<file path="config.mk">
export PLATFORM = sky130hd
export DESIGN_NAME = branch_target_buffer
export DESIGN_NICKNAME = d
export VERILOG_FILES = /design/src/rtl/cpu_types_pkg.sv /design/src/rtl/btb_sat_ctr.sv /design/src/rtl/branch_target_buffer.sv
export SDC_FILE = /design/constraint.sdc
export NUM_CORES = 1
export LEC_CHECK = 0
export ABC_AREA = 1
export CAP_MARGIN = 0
export CORE_MARGIN = 2
export CORE_UTILIZATION = 43
export CTS_CLUSTER_DIAMETER = 100
export DETAILED_ROUTE_END_ITERATION = 16
export RECOVER_POWER = 25
export SETUP_SLACK_MARGIN = 0.3
export SYNTH_ARGS = -nofsm -noshare
export SYNTH_HDL_FRONTEND = slang
export SYNTH_SLANG_ARGS = --single-unit
</file>
<file path="constraint.sdc">
create_clock -name CLK -period 7.3 [get_ports CLK]
set_input_delay 1.825 -clock CLK [delete_from_list [all_inputs] [get_ports CLK]]
set_output_delay 1.825 -clock CLK [all_outputs]
set_load 0.03 [all_outputs]
</file>
<file path="src/rtl/cpu_types_pkg.sv">
// Shared CPU types: machine word, BTB entry layout and 2-bit branch counter encodings.
`default_nettype none

package cpu_types_pkg;

   typedef logic [31:0] word_t;
   typedef logic [1:0]  ctr_t;

   localparam ctr_t STRONG_NT = 2'd0;
   localparam ctr_t WEAK_NT   = 2'd1;
   localparam ctr_t WEAK_T    = 2'd2;
   localparam ctr_t STRONG_T  = 2'd3;

   // Tag is held word-wide, right-justified, so the layout is independent of ENTRIES.
   typedef struct packed {
      logic  valid;
      word_t tag;
      word_t target;
      ctr_t  ctr;
   } btb_entry_t;

endpackage

`default_nettype wire

</file>
<file path="src/rtl/btb_sat_ctr.sv">
// Next-state logic of a 2-bit saturating branch-direction counter.
`default_nettype none

module btb_sat_ctr
   import cpu_types_pkg::*;
(
   input  ctr_t i_ctr,
   input  logic i_taken,
   output ctr_t o_ctr
);

   always_comb begin
      o_ctr = i_ctr;
      if (i_taken) begin
         if (i_ctr != STRONG_T) o_ctr = i_ctr + 2'd1;
      end else begin
         if (i_ctr != STRONG_NT) o_ctr = i_ctr - 2'd1;
      end
   end

endmodule

`default_nettype wire

</file>
<file path="src/rtl/branch_target_buffer.sv">
// Direct-mapped branch target buffer with 2-bit direction counters.
// Optional statistics counters are enabled by defining BTB_PERF_EN.
`default_nettype none

module branch_target_buffer
   import cpu_types_pkg::*;
#(
   parameter int         ENTRIES  = 16,
   parameter logic [1:0] CTR_INIT = 2'b01
)(
   input  logic        CLK,
   input  logic        nRST,
   input  logic        lookup_en,
   input  logic [31:0] lookup_pc,
   output logic        pred_hit,
   output logic        pred_taken,
   output logic [31:0] pred_target,
   input  logic        upd_valid,
   input  logic [31:0] upd_pc,
   input  logic        upd_taken,
   input  logic [31:0] upd_target,
   input  logic        upd_mispredict
`ifdef BTB_PERF_EN
   ,
   output logic [31:0] perf_hits,
   output logic [31:0] perf_updates,
   output logic [31:0] perf_mispredicts
`endif
);

   localparam int IDX_W  = $clog2(ENTRIES);
   localparam int TAG_SH = IDX_W + 2;

   btb_entry_t r_table [ENTRIES];

   logic [IDX_W-1:0] w_lk_idx;
   word_t            w_lk_tag;
   btb_entry_t       w_lk_entry;

   logic [IDX_W-1:0] w_upd_idx;
   word_t            w_upd_tag;
   btb_entry_t       w_upd_entry;
   logic             w_upd_hit;
   ctr_t             w_upd_ctr_nxt;

   assign w_lk_idx   = lookup_pc[IDX_W+1:2];
   assign w_lk_tag   = lookup_pc >> TAG_SH;
   assign w_lk_entry = r_table[w_lk_idx];

   // Lookup reads the registered table only, so a same-cycle update is not visible yet.
   always_comb begin
      pred_hit    = w_lk_entry.valid && (w_lk_entry.tag == w_lk_tag);
      pred_taken  = pred_hit && w_lk_entry.ctr[1];
      pred_target = pred_hit ? w_lk_entry.target : (lookup_pc + 32'd4);
   end

   assign w_upd_idx   = upd_pc[IDX_W+1:2];
   assign w_upd_tag   = upd_pc >> TAG_SH;
   assign w_upd_entry = r_table[w_upd_idx];
   assign w_upd_hit   = w_upd_entry.valid && (w_upd_entry.tag == w_upd_tag);

   btb_sat_ctr u_sat_ctr (
      .i_ctr   (w_upd_entry.ctr),
      .i_taken (upd_taken),
      .o_ctr   (w_upd_ctr_nxt)
   );

   // Tag and target are left unreset; the valid bit guards them.
   always_ff @(posedge CLK) begin
      if (!nRST) begin
         for (int i = 0; i < ENTRIES; i++) begin
            r_table[i].valid <= 1'b0;
            r_table[i].ctr   <= CTR_INIT;
         end
      end else if (upd_valid) begin
         if (w_upd_hit) begin
            r_table[w_upd_idx].ctr <= w_upd_ctr_nxt;
            if (upd_taken) r_table[w_upd_idx].target <= upd_target;
         end else if (upd_taken) begin
            r_table[w_upd_idx] <= '{valid: 1'b1, tag: w_upd_tag, target: upd_target, ctr: WEAK_T};
         end
      end
   end

`ifdef BTB_PERF_EN
   logic [31:0] r_perf_hits;
   logic [31:0] r_perf_updates;
   logic [31:0] r_perf_mispredicts;

   always_ff @(posedge CLK) begin
      if (!nRST) begin
         r_perf_hits        <= '0;
         r_perf_updates     <= '0;
         r_perf_mispredicts <= '0;
      end else begin
         if (lookup_en && pred_hit && (r_perf_hits != 32'hFFFF_FFFF))
            r_perf_hits <= r_perf_hits + 32'd1;
         if (upd_valid && (r_perf_updates != 32'hFFFF_FFFF))
            r_perf_updates <= r_perf_updates + 32'd1;
         if (upd_valid && upd_mispredict && (r_perf_mispredicts != 32'hFFFF_FFFF))
            r_perf_mispredicts <= r_perf_mispredicts + 32'd1;
      end
   end

   assign perf_hits        = r_perf_hits;
   assign perf_updates     = r_perf_updates;
   assign perf_mispredicts = r_perf_mispredicts;
`else
   logic w_unused_perf;
   assign w_unused_perf = lookup_en ^ upd_mispredict;
`endif

endmodule

`default_nettype wire

</file>
# Word-level counts from Yosys, hierarchy flattened
# Memory sizes are Yosys's and may differ from the RTL's.
# Cells that the tools add are included.
totals:
  mem_bits_rw: 976
  wordCells: 37
  memories: 1
  out_inout_bits: 34
  register_bits: 0
memory_table:
  columns: ["name", "depth", "width", "read_ports", "rd_ports_with_merged_regs", "write_ports", "line", "rtl"]
  rows:
  - ["r_table", 16, 61, 2, 0, 16, "branch_target_buffer.sv:34", "btb_entry_t r_table [ENTRIES];"]
classes:
  n_eq_ne: 3
  bitwise_logic: 2
  n_reduce_logical: 5
  mux: 23
  n_addsub: 3
op_table:
  columns: ["operator", "count"]
  rows:
  - ["equality test 32 x 26 -> 1 bit", 2]
  - ["two-way mux 32 bit", 2]
  - ["two-way mux 61 bit", 1]
  - ["OR reduction 61 bit", 1]
  - ["adder 32 x 3 -> 32 bit (second input constant)", 1]
  - ["two-way mux 1 bit", 14]
  - ["two-way mux 2 bit", 4]
  - ["two-way mux 4 bit", 2]
  - ["logical AND 1 bit", 3]
  - ["adder 2 x 1 -> 2 bit (second input constant)", 1]
  - ["!= test 2 bit (second input constant)", 1]
  - ["bitwise OR 1 bit", 2]
  - ["nonzero test 2 bit", 1]
  - ["subtractor 2 x 1 -> 2 bit (second input constant)", 1]

# Depth between registers and ports, before layout
# An unclocked memory read counts as a cell.
logic_depth:
  depth_word: 10
  ltp_mapped: 22

# Cells and area by module
# Synthesis repeated with hierarchy kept, for this count alone.
hier_totals:
  cells_unflattened: 4550
  area_unflattened_um2: 45403.5
modules_own_cells:
  columns: ["mod", "instances", "area_each_um2", "cells_per_inst"]
  rows:
  - ["branch_target_buffer", 1, 45378.5, 4544]
  - ["btb_sat_ctr", 1, 25.0, 6]

# Least setup slack after synthesis
# No wires, ideal clock.
synth_timing:
  path_kind: "input -> register"
  from: "input upd_pc[4]"
  to: "memory r_table[1][34] in the netlist's numbering, enable pin"
  t_arrival_ns: 5.749
  required_time_ns: 6.919
  cell_stages: 7
  slack_ns: 1.170
  cell_sequence: "nor2_1 > buf_2 > buf_1 > inv_1 > nor3_1 > nand2_1 > inv_1"
synth_lines:
  columns: ["element", "line", "rtl"]
  rows:
  - ["start, declared", "branch_target_buffer.sv:19", "input logic [31:0] upd_pc,"]
  - ["end, declared", "branch_target_buffer.sv:34", null]

# Worst setup path in the final report
layout_timing:
  from: "input lookup_pc[2]"
  to: "output pred_target[28]"
layout_between:
  elab_chain_len: 4
  elab_cells_between_ends: 5
  classes_between: "1 x add/sub; 1 x eq/ne; 1 x mux; 1 x reduce/logical; 1 x memory"
layout_rtl:
  columns: ["element", "line", "rtl"]
  rows:
  - ["start, declared", "branch_target_buffer.sv:14", "input logic [31:0] lookup_pc,"]
  - ["memory (16 x 61 bit)", null, null]
  - ["equality test 32 x 26 -> 1 bit", "branch_target_buffer.sv:52", "pred_hit = w_lk_entry.valid && (w_lk_entry.tag == w_lk_tag);"]
  - ["logical AND 1 bit", "branch_target_buffer.sv:52", null]
  - ["two-way mux 32 bit *", "branch_target_buffer.sv:54", "pred_target = pred_hit ? w_lk_entry.target : (lookup_pc + 32'd4);"]
  - ["end, declared", "branch_target_buffer.sv:17", "output logic [31:0] pred_target,"]
# Mark *: on every way between the ends. The rest lies on a longest branch, timed or not.

==> impl_results.md <==
- Critical path endpoint category: output pin
- Mean Syn Cell Area: just under 10 um^2
- Clk_lat worst skew: approximately 0.71 ns
- Synth Net Count: 4,679
- Slew HR: a little under a fifth
- FF/Latch Area: 29,100 um^2
- Final Max Tran Viols: 0
- Die X: 329 um
- Antenna Nets Post-Route: 0
- Vias in the first global route: 32,400
- Netlist cell types: 50
- First-pass GRT wire length: between 200 and 250 mm
- Cells after Synth: 4,576
- Synth Flop Type: edfxtp_1
- Most common cell on crit path: nand2_1
- Buf/Inv on CP: 7
- RePlAce Congestion: roughly 0.9
- Post-Route Skew: approximately 0.038 ns
- Setup TNS: 0 ns
- Die Y: 329 um
- Pwr Density: 241 nW/um^2
- # rows: 119
- Critical path required time: 5.48 ns
- Via density: 5.68
- Clock Sinks: 976
- Initial antenna violation count: 15
- Crit path max-delay family: simple AND/OR/NAND/NOR gates
- Critical path type: in -> out
- Layout area overhead: 14.9%
- Period utilization: between 90 and 100%
- Synth async-reset ratio: 0%
- DRC violations left: 0
- Most frequent cells in the layout: nand2_1 (1,150), edfxtp_1 (960), o21ai_0 (627)
- Worst Tran Pin Value: 1.22 ns
- Post-synth EDFFs: 960
- Routed length per instance: 23.7 um
- Critical-path top delay cell: nand3_1
- Biggest register: r_table
- Max reg flops: roughly 980
- Tmin final: between 6 and 7 ns
- RSZ-0062 raised after global routing: false
- Core Util, Final: between 40% and 50%
- Share of cells above drive strength 1: under 10%
- Area of the multi-input gates: about 14,000 um^2
- Total Power: 12,600 uW
- Leakage: 0.0192 uW
- Clock slew at reported path FFs: roughly 0.060 ns
- Commonest non-fill, non-tap cell in the layout: nand2_1
- Critical Path, Cell by Cell: buf_8 > inv_16 > buf_4 > o21ai_0 > nand3_1 > nand3_1 > nand3_1 > nand2_1 > nand2_1 > nor2_1 > nand2_1 > nor2_1 > nand2_2 > nor2_4 > buf_12 > inv_2 > buf_4 > nand2_1 > nand2_1 > buf_4
- Run status: complete, no violations
- Yosys reg bits: 976
- Final-report hold violation count: 0
- HPWL Detailed: between 80 and 90 mm
- CP startpoint kind: input port
- Iter 0 DRT Violations: 4,434
- Clock Tree Buf Depth: 3
- FMAX: 147 MHz
- IO Port Bufs: 131
- Max stage delay on crit path: 0.31 ns
- Final #Nets: 4,761
- Starting density of the core: 43.3%
- Largest net degree at the start of global routing: 197
- Mapped Area: roughly 45,000 um^2
- CTS buffer count: 104
- Root buf cell: clkbuf_16
- Core area: 105,000 um^2
- H-tree depth: 3
- WP data arrival: 4.96 ns
- Via count: roughly 35,000
- Fillers: 9,607
- Warnings, synthesis: 0
- Largest regs: r_table x976
- Final wirelength: about 150 mm
- Peak supply drop: around 0.00024 V
- Seq/Total Area, Yosys: between 60% and 70%
- Max-Cap Viols: 0
- I/O pin cnt: 136
- Pre-Repair DR Iteration Count: 6
- Crit Path Max Fanout: 45
- Final Setup Violations: 0
- Overall Global Routing Usage: 26.5%
- Die Footprint: 108,000 um^2
- CTS tree: yes
- Total gr overflow: 0
- HP Class: reg -> reg
## path summary, 6_finish.rpt
kind	slack (ns)	end	startpoint	cells after the start
min	0.47	r_table[15][60]	r_table[15][60]	2
max reg2reg	3.52	r_table[9][43]	r_table[7][60]	11
max	0.51	pred_target[28]	lookup_pc[2]	20
min reg2reg	0.47	r_table[15][60]	r_table[15][60]	2
## kinds of logic (layout without fill, tap and decap cells)
group,count (synthesis),count (layout),synth area share [%]
fa+ha+maj,1,1,0.0275
compound gates,1069,1069,12.9
buf+inv,585,755,5.45
flops,976,976,64.1
xor+xnor,34,34,0.655
simple gates,1911,1911,16.9
other cells,0,3,0
## report_power, final
group	internal [uW]	switching [uW]	leakage, uW
sequential	6200	12.8	0.00877
combinational	337	829	0.00883
clock	2990	2240	0.00163
total	9530	3080	0.0192
## area by class of cell
type | instances | area share, %
multi-input cells | 3015 | 26.8
flip-flops and latches | 976 | 55.8
diodes | 3 | 0.0144
clock inverters | 64 | 1.22
clock buffers | 130 | 5.25
inverters | 298 | 2.19
repair buffers | 263 | 5.35
well taps | 1391 | 3.33
## layer usage
layer  up-vias  track usage, %  share of wire, %
met4        20            9.98               3.6
met1     16800            36.9                41
met5         -               0             0.087
li1      16100               -                 -
met2      1684            41.4                46
met3       326            4.78               9.4
## worst reg2reg max path, stage by stage (launching register included)
cell and delay [ns]:
dfxtp_1 0.36, o22ai_1 0.10, o21ai_0 0.35, nand2_1 0.10, nor3b_1 0.64, nand3_1 0.18, nor2_1 0.14, nand4_1 0.08
nor3_1 0.84, buf_4 0.29, nor2_4 0.07, buf_4 0.29
## Yosys cell counts (21+ instances only)
library cell | number | area, um^2
a22oi_1 | 31 | 233
o221ai_1 | 45 | 394
buf_2 | 122 | 611
xor2_1 | 31 | 272
o22ai_1 | 101 | 632
o211ai_1 | 31 | 233
nand4_1 | 21 | 131
nor3_1 | 33 | 165
edfxtp_1 | 960 | 28800
a21oi_1 | 174 | 871
o21ai_0 | 627 | 3140
nand3_1 | 161 | 806
inv_1 | 287 | 1080
clkbuf_1 | 122 | 458
nand2_1 | 1150 | 4320
nor2_1 | 509 | 1910
o21ai_1 | 30 | 150
## timing repair
item                                    in CTS  in global routing
gates cloned                                 0                  1
hold buffers                                 0                  0
endpoints found under the setup margin       3                  9
buffers inserted                             0                  0
resized for setup                            3                 14
hold endpoints to repair                     0                  0
## metrics by stage
stage          cells  hold WS, ns  worst slack, ns  instance area [um^2]
2_1_floorplan   4576        0.433             1.17                 45500
3_3_place_gp    5942        0.451            0.218                 48800
3_5_place_dp    5942        0.455            0.269                 48800
4_1_cts         6136        0.463            0.376                 52200
5_1_grt         6139        0.497            0.333                 52200
6_report        6140        0.466            0.513                 52200
No activity file was read; power rests on OpenSTA's default activity.
